[src/rtl/rab_pkg.sv]
// Shared types and helpers for the RAB range-invalidation sequencer.
// Index and counter widths depend on instance parameters, so they are derived through functions here.
package rab_pkg;

  typedef enum logic [2:0] {
    INV_IDLE    = 3'd0,
    INV_L1_SCAN = 3'd1,
    INV_L2_RD   = 3'd2,
    INV_L2_CHK  = 3'd3,
    INV_DONE    = 3'd4
  } inv_state_e;

  // Widest compare supported: AW+1 must not exceed this.
  localparam int RAB_CMP_W = 64;

  function automatic int idx_w(input int n);
    return (n > 1) ? $clog2(n) : 1;
  endfunction

  function automatic int inv_cntw(input int n_slices, input int n_l2);
    return $clog2(n_slices + n_l2 + 1);
  endfunction

  // Inclusive overlap of [first,last] with [lo,hi], unsigned.
  function automatic logic range_overlap(input logic [RAB_CMP_W-1:0] first_addr,
                                         input logic [RAB_CMP_W-1:0] last_addr,
                                         input logic [RAB_CMP_W-1:0] lo,
                                         input logic [RAB_CMP_W-1:0] hi);
    return (first_addr <= hi) && (last_addr >= lo);
  endfunction

endpackage

[src/rtl/rab_inv_sequencer_if.sv]
// Bundle between the sequencer, the config regfile and the L1/L2 translation tables.
// slave = sequencer view, master = regfile/table side.
interface rab_inv_sequencer_if #(
  parameter int AW           = 32,
  parameter int N_SLICES     = 16,
  parameter int N_L2_SETS    = 32,
  parameter int N_L2_ENTRIES = 4,
  parameter int PAGE_BITS    = 12
) ();
  localparam int N_L2 = N_L2_SETS * N_L2_ENTRIES;
  localparam int L1W  = rab_pkg::idx_w(N_SLICES);
  localparam int L2W  = rab_pkg::idx_w(N_L2);
  localparam int CNTW = rab_pkg::inv_cntw(N_SLICES, N_L2);

  logic                  inv_start_i;
  logic [AW-1:0]         inv_lo_i;
  logic [AW-1:0]         inv_hi_i;
  logic                  busy_o;
  logic                  done_o;
  logic [CNTW-1:0]       inv_cnt_o;
  logic [L1W-1:0]        l1_idx_o;
  logic [AW-1:0]         l1_first_i;
  logic [AW-1:0]         l1_last_i;
  logic                  l1_valid_i;
  logic                  l1_clr_o;
  logic                  l2_req_o;
  logic [L2W-1:0]        l2_addr_o;
  logic [AW-PAGE_BITS-1:0] l2_va_i;
  logic                  l2_valid_i;
  logic                  l2_clr_o;

  modport slave (
    input  inv_start_i, inv_lo_i, inv_hi_i,
    input  l1_first_i, l1_last_i, l1_valid_i,
    input  l2_va_i, l2_valid_i,
    output busy_o, done_o, inv_cnt_o,
    output l1_idx_o, l1_clr_o,
    output l2_req_o, l2_addr_o, l2_clr_o
  );

  modport master (
    output inv_start_i, inv_lo_i, inv_hi_i,
    output l1_first_i, l1_last_i, l1_valid_i,
    output l2_va_i, l2_valid_i,
    input  busy_o, done_o, inv_cnt_o,
    input  l1_idx_o, l1_clr_o,
    input  l2_req_o, l2_addr_o, l2_clr_o
  );
endinterface

[src/rtl/rab_range_cmp.sv]
// Inclusive unsigned overlap test between an entry span and the invalidation range.
// Entry bounds are AW+1 bits wide so a page end at the top of the address space cannot wrap.
module rab_range_cmp
  import rab_pkg::*;
#(
  parameter int AW = 32
) (
  input  logic [AW:0]   first_addr,
  input  logic [AW:0]   last_addr,
  input  logic [AW-1:0] lo,
  input  logic [AW-1:0] hi,
  output logic          hit
);
  assign hit = range_overlap(RAB_CMP_W'(first_addr), RAB_CMP_W'(last_addr),
                             RAB_CMP_W'(lo), RAB_CMP_W'(hi));
endmodule

[src/rtl/rab_inv_sequencer.sv]
// Walks every L1 slice, then every L2 TLB entry, clearing valid bits of mappings that overlap
// the registered [lo,hi] range; busy blocks config writes for the whole run.
module rab_inv_sequencer
  import rab_pkg::*;
#(
  parameter int AW           = 32,
  parameter int N_SLICES     = 16,
  parameter int N_L2_SETS    = 32,
  parameter int N_L2_ENTRIES = 4,
  parameter int PAGE_BITS    = 12
) (
  input  logic                    clk_i,
  input  logic                    rst_ni,
  rab_inv_sequencer_if.slave      bus
);
  localparam int N_L2 = N_L2_SETS * N_L2_ENTRIES;
  localparam int L1W  = idx_w(N_SLICES);
  localparam int L2W  = idx_w(N_L2);
  localparam int CNTW = inv_cntw(N_SLICES, N_L2);

  localparam logic [2:0] ST_IDLE    = 3'(INV_IDLE);
  localparam logic [2:0] ST_L1_SCAN = 3'(INV_L1_SCAN);
  localparam logic [2:0] ST_L2_RD   = 3'(INV_L2_RD);
  localparam logic [2:0] ST_L2_CHK  = 3'(INV_L2_CHK);
  localparam logic [2:0] ST_DONE    = 3'(INV_DONE);

  localparam logic [L1W-1:0] L1_LAST   = L1W'(N_SLICES - 1);
  localparam logic [L2W-1:0] L2_LAST   = L2W'(N_L2 - 1);
  localparam logic [AW:0]    PAGE_SPAN = (AW+1)'((64'd1 << PAGE_BITS) - 64'd1);

  logic [2:0]      state_reg;
  logic [AW-1:0]   lo_reg;
  logic [AW-1:0]   hi_reg;
  logic [L1W-1:0]  l1_idx_reg;
  logic [L2W-1:0]  l2_idx_reg;
  logic [CNTW-1:0] cnt_reg;

  logic            l1_hit;
  logic            l2_hit;
  logic            l1_clr;
  logic            l2_clr;
  logic [AW:0]     l2_page_first;
  logic [AW:0]     l2_page_last;

  assign l2_page_first = {1'b0, bus.l2_va_i, {PAGE_BITS{1'b0}}};
  assign l2_page_last  = l2_page_first + PAGE_SPAN;

  rab_range_cmp #(.AW(AW)) u_l1_cmp (
    .first_addr ({1'b0, bus.l1_first_i}),
    .last_addr  ({1'b0, bus.l1_last_i}),
    .lo         (lo_reg),
    .hi         (hi_reg),
    .hit        (l1_hit)
  );

  rab_range_cmp #(.AW(AW)) u_l2_cmp (
    .first_addr (l2_page_first),
    .last_addr  (l2_page_last),
    .lo         (lo_reg),
    .hi         (hi_reg),
    .hit        (l2_hit)
  );

  // Clears are gated by state so IDLE/DONE can never touch the tables.
  assign l1_clr = (state_reg == ST_L1_SCAN) && bus.l1_valid_i && l1_hit;
  assign l2_clr = (state_reg == ST_L2_CHK)  && bus.l2_valid_i && l2_hit;

  always_ff @(posedge clk_i or negedge rst_ni) begin
    if (!rst_ni) begin
      state_reg  <= ST_IDLE;
      lo_reg     <= '0;
      hi_reg     <= '0;
      l1_idx_reg <= '0;
      l2_idx_reg <= '0;
      cnt_reg    <= '0;
    end else begin
      case (state_reg)
        ST_IDLE: begin
          if (bus.inv_start_i) begin
            lo_reg     <= bus.inv_lo_i;
            hi_reg     <= bus.inv_hi_i;
            cnt_reg    <= '0;
            l1_idx_reg <= '0;
            l2_idx_reg <= '0;
            state_reg  <= (bus.inv_hi_i < bus.inv_lo_i) ? ST_DONE : ST_L1_SCAN;
          end
        end
        ST_L1_SCAN: begin
          if (l1_clr) cnt_reg <= cnt_reg + CNTW'(1);
          if (l1_idx_reg == L1_LAST) begin
            l1_idx_reg <= '0;
            l2_idx_reg <= '0;
            state_reg  <= ST_L2_RD;
          end else begin
            l1_idx_reg <= l1_idx_reg + L1W'(1);
          end
        end
        ST_L2_RD: begin
          state_reg <= ST_L2_CHK;
        end
        ST_L2_CHK: begin
          if (l2_clr) cnt_reg <= cnt_reg + CNTW'(1);
          if (l2_idx_reg == L2_LAST) begin
            l2_idx_reg <= '0;
            state_reg  <= ST_DONE;
          end else begin
            l2_idx_reg <= l2_idx_reg + L2W'(1);
            state_reg  <= ST_L2_RD;
          end
        end
        ST_DONE: begin
          state_reg <= ST_IDLE;
        end
        default: begin
          state_reg <= ST_IDLE;
        end
      endcase
    end
  end

  assign bus.busy_o    = (state_reg != ST_IDLE);
  assign bus.done_o    = (state_reg == ST_DONE);
  assign bus.inv_cnt_o = cnt_reg;
  assign bus.l1_idx_o  = l1_idx_reg;
  assign bus.l1_clr_o  = l1_clr;
  assign bus.l2_req_o  = (state_reg == ST_L2_RD);
  assign bus.l2_addr_o = l2_idx_reg;
  assign bus.l2_clr_o  = l2_clr;

endmodule

[src/flat_wrapper.sv]
// flat-port wrapper written by rule: the top's interface ports become plain ports
module rab_inv_sequencer_flat import rab_pkg::*;
#(
  parameter int AW           = 32,
  parameter int N_SLICES     = 16,
  parameter int N_L2_SETS    = 32,
  parameter int N_L2_ENTRIES = 4,
  parameter int PAGE_BITS    = 12
)
  (clk_i, rst_ni, bus_inv_start_i, bus_inv_lo_i, bus_inv_hi_i, bus_l1_first_i, bus_l1_last_i, bus_l1_valid_i, bus_l2_va_i, bus_l2_valid_i, bus_busy_o, bus_done_o, bus_inv_cnt_o, bus_l1_idx_o, bus_l1_clr_o, bus_l2_req_o, bus_l2_addr_o, bus_l2_clr_o);
  rab_inv_sequencer_if #(.AW(AW), .N_SLICES(N_SLICES), .N_L2_SETS(N_L2_SETS), .N_L2_ENTRIES(N_L2_ENTRIES), .PAGE_BITS(PAGE_BITS)) bus_i ();
  input  logic clk_i;
  input  logic rst_ni;
  input wire logic [$bits(bus_i.inv_start_i)-1:0] bus_inv_start_i;
  input wire logic [$bits(bus_i.inv_lo_i)-1:0] bus_inv_lo_i;
  input wire logic [$bits(bus_i.inv_hi_i)-1:0] bus_inv_hi_i;
  input wire logic [$bits(bus_i.l1_first_i)-1:0] bus_l1_first_i;
  input wire logic [$bits(bus_i.l1_last_i)-1:0] bus_l1_last_i;
  input wire logic [$bits(bus_i.l1_valid_i)-1:0] bus_l1_valid_i;
  input wire logic [$bits(bus_i.l2_va_i)-1:0] bus_l2_va_i;
  input wire logic [$bits(bus_i.l2_valid_i)-1:0] bus_l2_valid_i;
  output wire logic [$bits(bus_i.busy_o)-1:0] bus_busy_o;
  output wire logic [$bits(bus_i.done_o)-1:0] bus_done_o;
  output wire logic [$bits(bus_i.inv_cnt_o)-1:0] bus_inv_cnt_o;
  output wire logic [$bits(bus_i.l1_idx_o)-1:0] bus_l1_idx_o;
  output wire logic [$bits(bus_i.l1_clr_o)-1:0] bus_l1_clr_o;
  output wire logic [$bits(bus_i.l2_req_o)-1:0] bus_l2_req_o;
  output wire logic [$bits(bus_i.l2_addr_o)-1:0] bus_l2_addr_o;
  output wire logic [$bits(bus_i.l2_clr_o)-1:0] bus_l2_clr_o;
  assign bus_i.inv_start_i = bus_inv_start_i;
  assign bus_i.inv_lo_i = bus_inv_lo_i;
  assign bus_i.inv_hi_i = bus_inv_hi_i;
  assign bus_i.l1_first_i = bus_l1_first_i;
  assign bus_i.l1_last_i = bus_l1_last_i;
  assign bus_i.l1_valid_i = bus_l1_valid_i;
  assign bus_i.l2_va_i = bus_l2_va_i;
  assign bus_i.l2_valid_i = bus_l2_valid_i;
  assign bus_busy_o = bus_i.busy_o;
  assign bus_done_o = bus_i.done_o;
  assign bus_inv_cnt_o = bus_i.inv_cnt_o;
  assign bus_l1_idx_o = bus_i.l1_idx_o;
  assign bus_l1_clr_o = bus_i.l1_clr_o;
  assign bus_l2_req_o = bus_i.l2_req_o;
  assign bus_l2_addr_o = bus_i.l2_addr_o;
  assign bus_l2_clr_o = bus_i.l2_clr_o;
  rab_inv_sequencer #(.AW(AW), .N_SLICES(N_SLICES), .N_L2_SETS(N_L2_SETS), .N_L2_ENTRIES(N_L2_ENTRIES), .PAGE_BITS(PAGE_BITS)) u_core (.clk_i(clk_i), .rst_ni(rst_ni), .bus(bus_i));
endmodule
[config.mk]
export PLATFORM = sky130hd
export DESIGN_NAME = rab_inv_sequencer_flat
export DESIGN_NICKNAME = d
export VERILOG_FILES = /design/src/rtl/rab_pkg.sv /design/src/rtl/rab_inv_sequencer_if.sv /design/src/rtl/rab_range_cmp.sv /design/src/rtl/rab_inv_sequencer.sv /design/src/flat_wrapper.sv
export SDC_FILE = /design/constraint.sdc
export NUM_CORES = 1
export LEC_CHECK = 0
export BUFFER_PORTS_ARGS = -buffer_cell sky130_fd_sc_hd__buf_2
export CAP_MARGIN = 20
export CELL_PAD_IN_SITES_DETAIL_PLACEMENT = 0
export CELL_PAD_IN_SITES_GLOBAL_PLACEMENT = 1
export CORE_ASPECT_RATIO = 0.5
export CORE_MARGIN = 2
export CORE_UTILIZATION = 43
export DETAILED_ROUTE_END_ITERATION = 10
export PLACE_DENSITY_LB_ADDON = 0.1
export SETUP_SLACK_MARGIN = 0.4
export SYNTH_ARGS = -nofsm -noshare
export SYNTH_HDL_FRONTEND = slang
export SYNTH_SLANG_ARGS = --single-unit
[constraint.sdc]
create_clock -name clk_i -period 4.36 [get_ports clk_i]
set_input_delay 0.654 -clock clk_i [delete_from_list [all_inputs] [get_ports clk_i]]
set_output_delay 0.654 -clock clk_i [all_outputs]
set_load 0.005 [all_outputs]
==> metrics.yaml, run 1 <==
fp-row-count: 32
final_antenna_net_count: 0
fin_crit_sh_pct: 77.81
yosys_register_bits: 86
syn_avg_cell_area_sq_um: 8.495
hold_buffers: 0
critPathKind: "reg2out"
vdd_ir_drop_max_uv: 284.7
ff2ff_setup_slack_ps: 1360
hold_class: "in2async"
p_leak_uw: 0.004287
ys.flop_type: "dfrtp_1"
start_util_pct: 44.03
dpl_cell_area_sq_um: 7899
clock_sinks: 86
antenna_found_initial: 3
post-route-util_pct: 53.14
cts_tree: "built"
synthTopCellsByArea: "dfrtp_1, ha_1, o21ai_0"
synth.largest_area_cell: "dfrtp_1"
cpMostUsedCell: "nand4_1"
wl_per_cell_microns: 16.80
dieArea_sq_um: 16870
r2r_cells: 10
hpwl_microns: 16240
max_stage_delay_ps: 530
insertion_delay_ps: 350
drive_gt1_share_pct: 20.98
io_pins: 177
synth_edf_count: 0
critical_path_buf_inv_count: 2
status: "finished, final reports clean"
worstPathCellList: "inv_1 -> ha_1 -> nand4_1 -> nor4_2 -> nand4_1 -> and2_1 -> a22o_1 -> nor3_1 -> buf_2"
rsz0062_at_grt: "false"
synthArstFlopShare_pct: 100.0
fmax_ghz: 0.2948
grt_max_degree: 69
cts_buffers: 9
grt_pass1_wl_microns: 32020
clockRootBuffer: "clkbuf_16"
grt_pass1_vias: 6132
arrival_ps: 2740
end_kind: "output pin"
finalHoldViolCount: 0
worst_pin_slew_ps: 772.4
crit_family: "simple AND/OR/NAND/NOR gates"
mostFrequentLayoutCells: "buf_2, ha_1, nand2_1"
clk_pin_slew_ps: 70
maxCapViolCount: 0
critPathMaxFanout: 6
critPathRequiredTime_ps: 3710
cts_resized: 0
finalCriticalPeriod_ps: 3392
syn-num-nets: 1090
cts.path.max_buffers: 2
fp.coreArea_sq_um: 15410
htreeDepth: 3
synth_cell_types: 52
synth_area_sq_um: 6788
port_buffers: 176
area_growth_pct: 20.68
hold-worst-slack_ps: 375.0
critPathSlowestCell: "nor4_2"
fin_skew_ps: 7.720
drt-total-wl_microns: 19860
netlist_instances: 799
slew_viol_final: 0
die_y_microns: 92.84
grt_use_total_pct: 24.51
fill_cells: 1529
synth_top_cell_area_share_pct: 31.71
drtPass1Iterations: 5
gp_congestion: 0.8597
die_w_microns: 181.7
max_slew_margin_pct: 48.51
grt_overflow: 0
cts_setup_buffers: 0
setup-tns-final_ps: 0
nets: 1264
yosysSeqAreaShare_pct: 31.71
cp-start-kind: "register"
mostFrequentLayoutCell: "buf_2"
drc: 0
synth_warnings: 0
setup_viol: 0
vias: 6292
via_per_inst: 5.323
path_depth: 9
drt_iter0_markers: 362
final_area_sq_um: 8192
pwr_density_cell_nw_per_um2: 532.6
-- metrics by stage --
step	power, uW	instances	worst slack [ps]
6_report	4363	1182	967.6
3_3_place_gp	3516	1166	1039
3_5_place_dp	3578	1166	1048
2_1_floorplan	2852	799	1569
4_1_cts	4392	1181	1023
5_1_grt	4835	1181	798.6
-- path summary, 6_finish.rpt --
path,start,endpoint
min,rst_ni,u_core.state_reg[2]
min reg2reg,u_core.bus.l1_idx_o[3],u_core.bus.l1_idx_o[3]
max reg2reg,u_core.hi_reg[23],u_core.bus.inv_cnt_o[5]
max in group asynchronous,rst_ni,u_core.hi_reg[27]
min in group clk_i,u_core.bus.l1_idx_o[3],u_core.bus.l1_idx_o[3]
max,u_core.hi_reg[23],bus_l1_clr_o
-- cell usage after synthesis (3+ instances only) --
cell,count
nand2_1,114
buf_1,3
nor3_1,9
ha_1,138
a221oi_1,5
a21oi_1,51
and3_1,6
dfrtp_1,86
o21ai_0,95
a22o_1,4
nor2b_1,5
a31oi_1,5
inv_1,104
nor4_1,4
o211ai_1,8
clkbuf_1,15
nand3_1,23
and2_1,4
nand4_1,28
and4_1,5
a21o_1,26
nor2_1,22
-- layout make-up --
type                            count  area, sq um  share of cell area [%]
Sequential cell                    86         2152                   26.27
Clock buffer                       11        242.7                   2.963
Inverter                          104        390.4                   4.766
Multi-Input combinational cell    591         4180                   51.03
Timing Repair Buffer              181        920.9                   11.24
Antenna cell                        1        2.502                 0.03055
Clock inverter                      4        47.55                  0.5804
Tap cell                          204        255.2                   3.116
-- cell families after synthesis --
logic type,share of synthesized area (%)
xor gates and xnor gates,0.2581
AOI/OAI and AO/OA,19.04
DFF,31.71
buffers and inverters,6.746
adders and majority gates,25.44
and+or+nand+nor,16.81
-- worst reg2reg max path: stages, from the launching register on --
cell and delay [ps]:
dfrtp_1 320, inv_1 70, ha_1 320, nand4_1 230, nor4_2 530, nand4_1 170
and2_1 180, a22o_1 260, o31a_2 340, o21ai_2 300, o211ai_1 140
-- power breakdown --
group	internal (uW)	switching, uW	leakage, uW
Clock	455	333	0.000141
Sequential	1150	200	0.00107
Combinational	877	1350	0.00308
Total	2480	1880	0.00429
-- layer usage --
layer / routed length (microns) / vias up / global-route usage, %
met3: 1165 / 10 / 5.899
met4: 94 / 0 / 3.726
met2: 8733 / 143 / 39.43
li1: - / 3195 / -
met5: 0 / - / 0
met1: 9866 / 2944 / 34.15
Power figures use the tool's default switching activity.
==> run 2, diff against run 1 <==
- ABC_AREA: not set -> 1
- CORE_UTILIZATION: 43 -> 35
- clock period: 4.36 -> 2.95 ns (I/O delays scaled with it)
==> run 2 against run 1 <==
Compared with the run above:
- via count increased by 3.8%
- combinational power increased by 86%
- sequential power increased by 41%
- clock skew decreased by 3.3 ps
- critical path depth increased by 3
- critical path type unchanged
- critical endpoint unchanged
- largest cell class unchanged
==> metrics.yaml, run 2 <==
power_uw: 7362  # was 4363 uW
io_pins: 177  # unchanged
mostFrequentLayoutCells: "nand2_1, buf_2, inv_1"  # was buf_2, ha_1, nand2_1
max_slew_margin_pct: 48.50  # was 48.51%
start_util_pct: 36.00  # was 44.03%
finalHoldViolCount: 0  # unchanged
gp_congestion: 0.8418  # was 0.8597
dieArea_sq_um: 21420  # was 16870 sq um
hold_buffers: 0  # unchanged
grt_overflow: 0  # unchanged
htreeDepth: 3  # unchanged
drive_gt1_share_pct: 27.01  # was 20.98%
cp-start-kind: "register"  # unchanged
slew_viol_final: 0  # unchanged
p_leak_uw: 0.004748  # was 0.004287 uW
maxCapViolCount: 0  # unchanged
fp-row-count: 36  # was 32
cts_buffers: 9  # unchanged
nets: 1406  # was 1264
synth_edf_count: 0  # unchanged
wl_per_cell_microns: 15.13  # was 16.80 microns
clk_pin_slew_ps: 70  # about the same
setup_viol: 0  # unchanged
syn_avg_cell_area_sq_um: 7.627  # was 8.495 sq um
mostFrequentLayoutCell: "nand2_1"  # was buf_2
hpwl_microns: 16940  # was 16240 microns
drtPass1Iterations: 4  # was 5
r2r_cells: 15  # was 10
cp-endpoint: "bus_l1_clr_o"  # unchanged
path_depth: 12  # was 9
crit_start: "u_core.hi_reg[9]"  # was u_core.hi_reg[23]
clock_sinks: 86  # unchanged
synth.most_common_cell: "nand2_1"  # was ha_1
worst_pin_slew_ps: 772.5  # was 772.4 ps
synth_top_cell_area_share_pct: 30.44  # was 31.71%
grt_pass1_vias: 6462  # was 6132
p_sw_uw: 3277  # was 1880 uW
p_clk_share_pct: 17.9  # was 18.1%
die_w_microns: 205.0  # was 181.7 microns
use_met1_pct: 28.41  # was 34.15%
insertion_delay_ps: 350  # about the same
drt-total-wl_microns: 20960  # was 19860 microns
finalCriticalPeriod_ps: 2543
rsz0062_at_grt: "true"  # was false
crit_family: "compound AO/OA/AOI/OAI gates"  # was simple AND/OR/NAND/NOR gates
hold_class: "in2async"  # unchanged
intPower_uw: 4086  # was 2483 uW
vdd_ir_drop_max_uv: 405.7  # was 284.7 uV
fin_crit_sh_pct: 86.20
power_frac_comb_pct: 56.1  # was 51.0%
fin_skew_ps: 4.456  # was 7.720 ps
met3_usage_pct: 4.543  # was 5.899%
antenna_found_initial: 4  # was 3
top_usage_layer: "met2"  # unchanged
synthArstFlopShare_pct: 100.0  # unchanged
die_y_microns: 104.5  # was 92.84 microns
synthTopCellsByArea: "dfrtp_1, ha_1, nand2_1"  # was dfrtp_1, ha_1, o21ai_0
end_kind: "output pin"  # unchanged
area_growth_pct: 28.65  # was 20.68%
via_per_inst: 4.714  # was 5.323
synth_area_sq_um: 7071  # was 6788 sq um
critPathMaxFanout: 3  # was 6
port_buffers: 176  # unchanged
drc: 0  # unchanged
grt_use_total_pct: 20.04  # was 24.51%
cts.path.max_buffers: 2  # unchanged
yosysSeqAreaShare_pct: 30.44  # was 31.71%
netlist_instances: 927  # was 799
worstReg2RegEnd: "u_core.bus.inv_cnt_o[0]"  # was u_core.bus.inv_cnt_o[5]
final_antenna_net_count: 0  # unchanged
pwr_density_cell_nw_per_um2: 809.4  # was 532.6 nW/um^2
seq_power_share_pct: 26.0  # was 31.0%
grt_pass1_wl_microns: 33420  # was 32020 microns
status: "finished, final reports clean"  # unchanged
critPathSlowestCell: "dfrtp_1"  # was nor4_2
grt_max_degree: 126  # was 69
yosys_register_bits: 86  # unchanged
fmax_ghz: 0.3932
vias: 6534  # was 6292
synth_cell_types: 39  # was 52
ff2ff_setup_slack_ps: 580  # was 1360 ps
clockRootBuffer: "clkbuf_16"  # unchanged
syn-num-nets: 1218  # was 1090
rr_startpoint: "u_core.lo_reg[26]"  # was u_core.hi_reg[23]
ys.flop_type: "dfrtp_1"  # unchanged
critPathKind: "reg2out"  # unchanged
synth.largest_area_cell: "dfrtp_1"  # unchanged
critical_path_buf_inv_count: 3  # was 2
drt_iter0_markers: 272  # was 362
arrival_ps: 2100  # was 2740 ps
setup-tns-final_ps: 0  # unchanged
fp.coreArea_sq_um: 19640  # was 15410 sq um
ys_top_cells_by_count: "nand2_1, inv_1, ha_1"  # was ha_1, nand2_1, inv_1
cts_tree: "built"  # unchanged
max_stage_delay_ps: 360  # was 530 ps
critPathRequiredTime_ps: 2510  # was 3710 ps
met2_usage_pct: 31.71  # was 39.43%
synth_warnings: 0  # unchanged
worstPathCellList: "inv_1 -> ha_1 -> a21oi_1 -> o21ai_0 -> a21oi_1 -> nand2_1 -> nand2_2 -> nand2_1 -> nand2_2 -> nand2_4 -> inv_2 -> buf_2"  # was inv_1 -> ha_1 -> nand4_1 -> nor4_2 -> nand4_1 -> and2_1 -> a22o_1 -> nor3_1 -> buf_2
switching_share_pct: 44.51  # was 43.09%
## run 2: through the flow
stage / hold WS (ps) / area [sq um] / util [%] / setup WS, ps / instances
2_1_floorplan: 146.9 / 7071 / - / 962.5 / 927
3_3_place_gp: 503.2 / 8274 / 42.13 / 354.8 / 1359
3_5_place_dp: 510.1 / 8274 / 42.13 / 305.5 / 1359
4_1_cts: 201.5 / 8807 / 44.85 / 361.7 / 1376
5_1_grt: 214.5 / 9094 / 46.30 / 296.6 / 1385
6_report: 151.4 / 9096 / 46.32 / 407.0 / 1386
## run 2: logic make-up (layout without fill, tap and decap cells)
family                     Yosys count  in the layout  share of synthesized area (%)
and+or+nand+nor                    352            352                          22.12
AOI/OAI and AO/OA                  183            183                          13.80
buffers and inverters              168            359                          9.220
adders and majority gates          138            138                          24.42
DFF                                 86             86                          30.44
other                                0              2                              0
## run 2: worst min-delay path by stage
stage	endpoint	slack, ps	depth (start not counted)
4_1_cts	u_core.bus.l2_addr_o[1]	200	1
5_1_grt	u_core.bus.l2_addr_o[2]	210	1
3_5_place_dp	u_core.hi_reg[0]	510	2
3_3_place_gp	u_core.hi_reg[0]	500	2
6_report	u_core.bus.l2_addr_o[2]	150	1
2_1_floorplan	u_core.bus.inv_cnt_o[0]	150	0
## run 2: area by class of cell
cell class | instances | area, sq um
fill | 2063 | 10540
tap | 266 | 332.8
timing repair buffer | 190 | 1020
clock buffer | 10 | 229.0
clock inverter | 4 | 97.59
antenna | 2 | 5.005
sequential | 86 | 2153
inverter | 155 | 591.8
multi-input combinational | 673 | 4667
## run 2: power groups by stage
stage          combinational, uW  clock [uW]  sequential (uW)
3_3_place_gp                3590           0             1920
6_report                    4130        1320             1910
3_5_place_dp                3650           0             1920
5_1_grt                     4780        1400             1980
2_1_floorplan               2640           0             1870
4_1_cts                     3880        1360             1910
## run 2: routing by layer
| metal | vias to the layer above | wire (microns) |
|---|---|---|
| li1 | 3438 | - |
| met1 | 2960 | 10760 |
| met2 | 117 | 9122 |
| met3 | 15 | 926 |
| met4 | 4 | 130 |
| met5 | - | 21 |
## run 2: timing repair
| item | 4_1_cts | 5_1_grt |
|---|---|---|
| resized for setup | 46 | 44 |
| gates cloned | 0 | 0 |
| pin swaps | 17 | 24 |
| endpoints found under the setup margin | 2 | 2 |
| setup buffers | 3 | 8 |
==> run 3, diff against run 2 <==
- ABC_AREA: 1 -> not set
- CORE_UTILIZATION: 35 -> 36
- clock period: 2.95 -> 2.15 ns (I/O delays scaled with it)
==> run 3 against run 2 <==
Compared with the run above:
- the run now ends with negative setup slack left
- clock skew up 2.6 ps
- register-to-register slack got worse by 1200 ps
- combinational power rose by 72%
- critical path depth down 3
- via count grew 5.2%
- cell area grew 15%
- critical path type unchanged
- largest cell class unchanged
==> metrics.yaml, run 3 (synthesis results as in run 1) <==
arrival_ps: 2470  # was 2100 ps
vias: 6873  # was 6534
fmax_ghz: 0.3577
grt_use_total_pct: 22.98  # was 20.04%
worst_pin_slew_ps: 541.6  # was 772.5 ps
routed-wl-met2_microns: 10260  # was 9122 microns
dieArea_sq_um: 20040  # was 21420 sq um
violations: "negative setup slack"
mostFrequentLayoutCells: "buf_2, buf_4, nand2_1"  # was nand2_1, buf_2, inv_1
drtPass1Iterations: 4  # unchanged
pre_cts_ws_ps: -845.6  # was 305.5 ps
wl_met3_microns: 1022  # was 926 microns
grt_overflow: 0  # unchanged
gp_congestion: 0.8402  # was 0.8418
nets: 1425  # was 1406
worstReg2RegEnd: "u_core.bus.inv_cnt_o[5]"  # was u_core.bus.inv_cnt_o[0]
critPathMaxFanout: 2  # was 3
status: "complete, but fails checks"  # was finished, final reports clean
final_area_sq_um: 10450  # was 9096 sq um
dpl_cell_area_sq_um: 9189  # was 8274 sq um
fin_skew_ps: 7.030  # was 4.456 ps
clockRootBuffer: "clkbuf_16"  # unchanged
hold_class: "in2reg"  # was in2async
hp-start: "bus_inv_hi_i[8]"
insertion_delay_ps: 350  # about the same
rr_startpoint: "u_core.hi_reg[14]"  # was u_core.lo_reg[26]
min_to: "u_core.hi_reg[8]"
cts.path.max_buffers: 2  # unchanged
area_growth_pct: 53.99  # was 28.65%
hold-worst-slack_ps: 192.1  # was 151.4 ps
final_antenna_net_count: 0  # unchanged
slew_viol_final: 0  # unchanged
io_pins: 177  # unchanged
worst_slack_ps: -645.6  # was 407.0 ps
critPathSlowestCell: "dfrtp_1"  # unchanged
die_y_microns: 101.1  # was 104.5 microns
critPathRequiredTime_ps: 1830  # was 2510 ps
start_util_pct: 36.82  # was 36.00%
drc: 0  # unchanged
drive_gt1_share_pct: 42.76  # was 27.01%
crit_family: "compound AO/OA/AOI/OAI gates"  # unchanged
htreeDepth: 3  # unchanged
wl_met1_microns: 11070  # was 10760 microns
finalCriticalPeriod_ps: 2796
whs_path_depth: 3
drt-total-wl_microns: 22510  # was 20960 microns
grt_pass1_vias: 6853  # was 6462
cts_buffers: 9  # unchanged
via_per_inst: 4.909  # was 4.714
clock_sinks: 86  # unchanged
mostFrequentLayoutCell: "buf_2"  # was nand2_1
antenna_found_initial: 2  # was 4
drt_iter0_markers: 207  # was 272
end_kind: "output pin"  # unchanged
ff2ff_setup_slack_ps: -620  # was 580 ps
fin_crit_sh_pct: 130.0
critical_path_buf_inv_count: 3  # unchanged
max_stage_delay_ps: 390  # was 360 ps
port_buffers: 176  # unchanged
p_leak_uw: 0.005190  # was 0.004748 uW
grt_pass1_wl_microns: 35070  # was 33420 microns
die_w_microns: 198.2  # was 205.0 microns
setup_viol: 10  # was 0
finalHoldViolCount: 0  # unchanged
fp.coreArea_sq_um: 18440  # was 19640 sq um
r2r_cells: 11  # was 15
highest_layer: "met4"  # was met5
clk_pin_slew_ps: 70  # about the same
grt_max_degree: 78  # was 126
rsz0062_at_grt: "true"  # unchanged
pwr_density_cell_nw_per_um2: 1113  # was 809.4 nW/um^2
critPathKind: "reg2out"  # unchanged
wl_per_cell_microns: 16.08  # was 15.13 microns
maxCapViolCount: 0  # unchanged
cp-start-kind: "register"  # unchanged
vdd_ir_drop_max_uv: 511.8  # was 405.7 uV
fp-row-count: 35  # was 36
cts_tree: "built"  # unchanged
hpwl_microns: 18040  # was 16940 microns
max_slew_margin_pct: 63.51  # was 48.50%
worstPathCellList: "inv_2 -> ha_4 -> nand4_1 -> buf_4 -> a2111o_1 -> o211ai_1 -> a22o_4 -> nor3_2 -> buf_2"  # was inv_1 -> ha_1 -> a21oi_1 -> o21ai_0 -> a21oi_1 -> nand2_1 -> nand2_2 -> nand2_1 -> nand2_2 -> nand2_4 -> inv_2 -> buf_2
-- run 3: power breakdown --
group          switching, uW  total, uW  internal, uW
registers                435       2780          2340
logic                   3580       7090          3500
clock network            716       1770          1050
-- run 3: final cells by class --
type | count | area, sq um
Multi-Input combinational cell | 591 | 5015
Sequential cell | 86 | 2157
Tap cell | 259 | 324.1
Clock buffer | 11 | 242.7
Antenna cell | 2 | 5.005
Timing Repair Buffer | 342 | 2221
Fill cell | 1719 | 7984
Clock inverter | 5 | 82.58
Inverter | 104 | 405.4
-- run 3: per-stage QoR --
step | util, % | total power, uW | cells | TNS (ps)
final | 56.69 | 11640 | 1400 | -5769
after CTS | 54.42 | 11100 | 1390 | -5677
after global routing | 56.68 | 12670 | 1399 | -6906
after floorplan | - | 5977 | 799 | -1131
after detailed placement | 49.84 | 8620 | 1357 | -8721
after global placement | 49.84 | 8462 | 1357 | -8511
-- run 3: routing by layer --
| metal | vias to the layer above | GRT usage, % |
|---|---|---|
| met5 | - | 0 |
| met4 | 0 | 3.933 |
| met3 | 11 | 4.717 |
| met2 | 125 | 37.95 |
| met1 | 3214 | 31.55 |
| li1 | 3523 | - |
-- run 3: how the worst max path moves through the flow --
stage	from	endpoint	cells past startpoint
after global placement	u_core.hi_reg[15]	u_core.bus.inv_cnt_o[7]	11
final	u_core.hi_reg[6]	bus_l1_clr_o	9
after floorplan	u_core.hi_reg[25]	u_core.bus.inv_cnt_o[7]	10
after global routing	u_core.hi_reg[14]	bus_l1_clr_o	9
after detailed placement	u_core.hi_reg[15]	u_core.bus.inv_cnt_o[7]	11
after CTS	u_core.lo_reg[24]	bus_l1_clr_o	10
-- run 3: what timing repair did --
item / 4_1_cts / 5_1_grt
hold endpoints to repair: 25 / 0
endpoints found under the setup margin: 22 / 42
pin swaps: 36 / 28
setup buffers: 16 / 8
gates resized for setup: 73 / 61
hold buffers: 1 / 0
-- run 3: worst register-to-register path: stages (launching register included) --
cell and delay [ps]:
dfrtp_1 360, inv_1 100, ha_1 270, a21oi_1 160, nand2_1 80, a221oi_2 290
o211ai_1 240, a22o_4 330, buf_12 150, or4b_4 480, a21o_1 170, o211ai_1 70
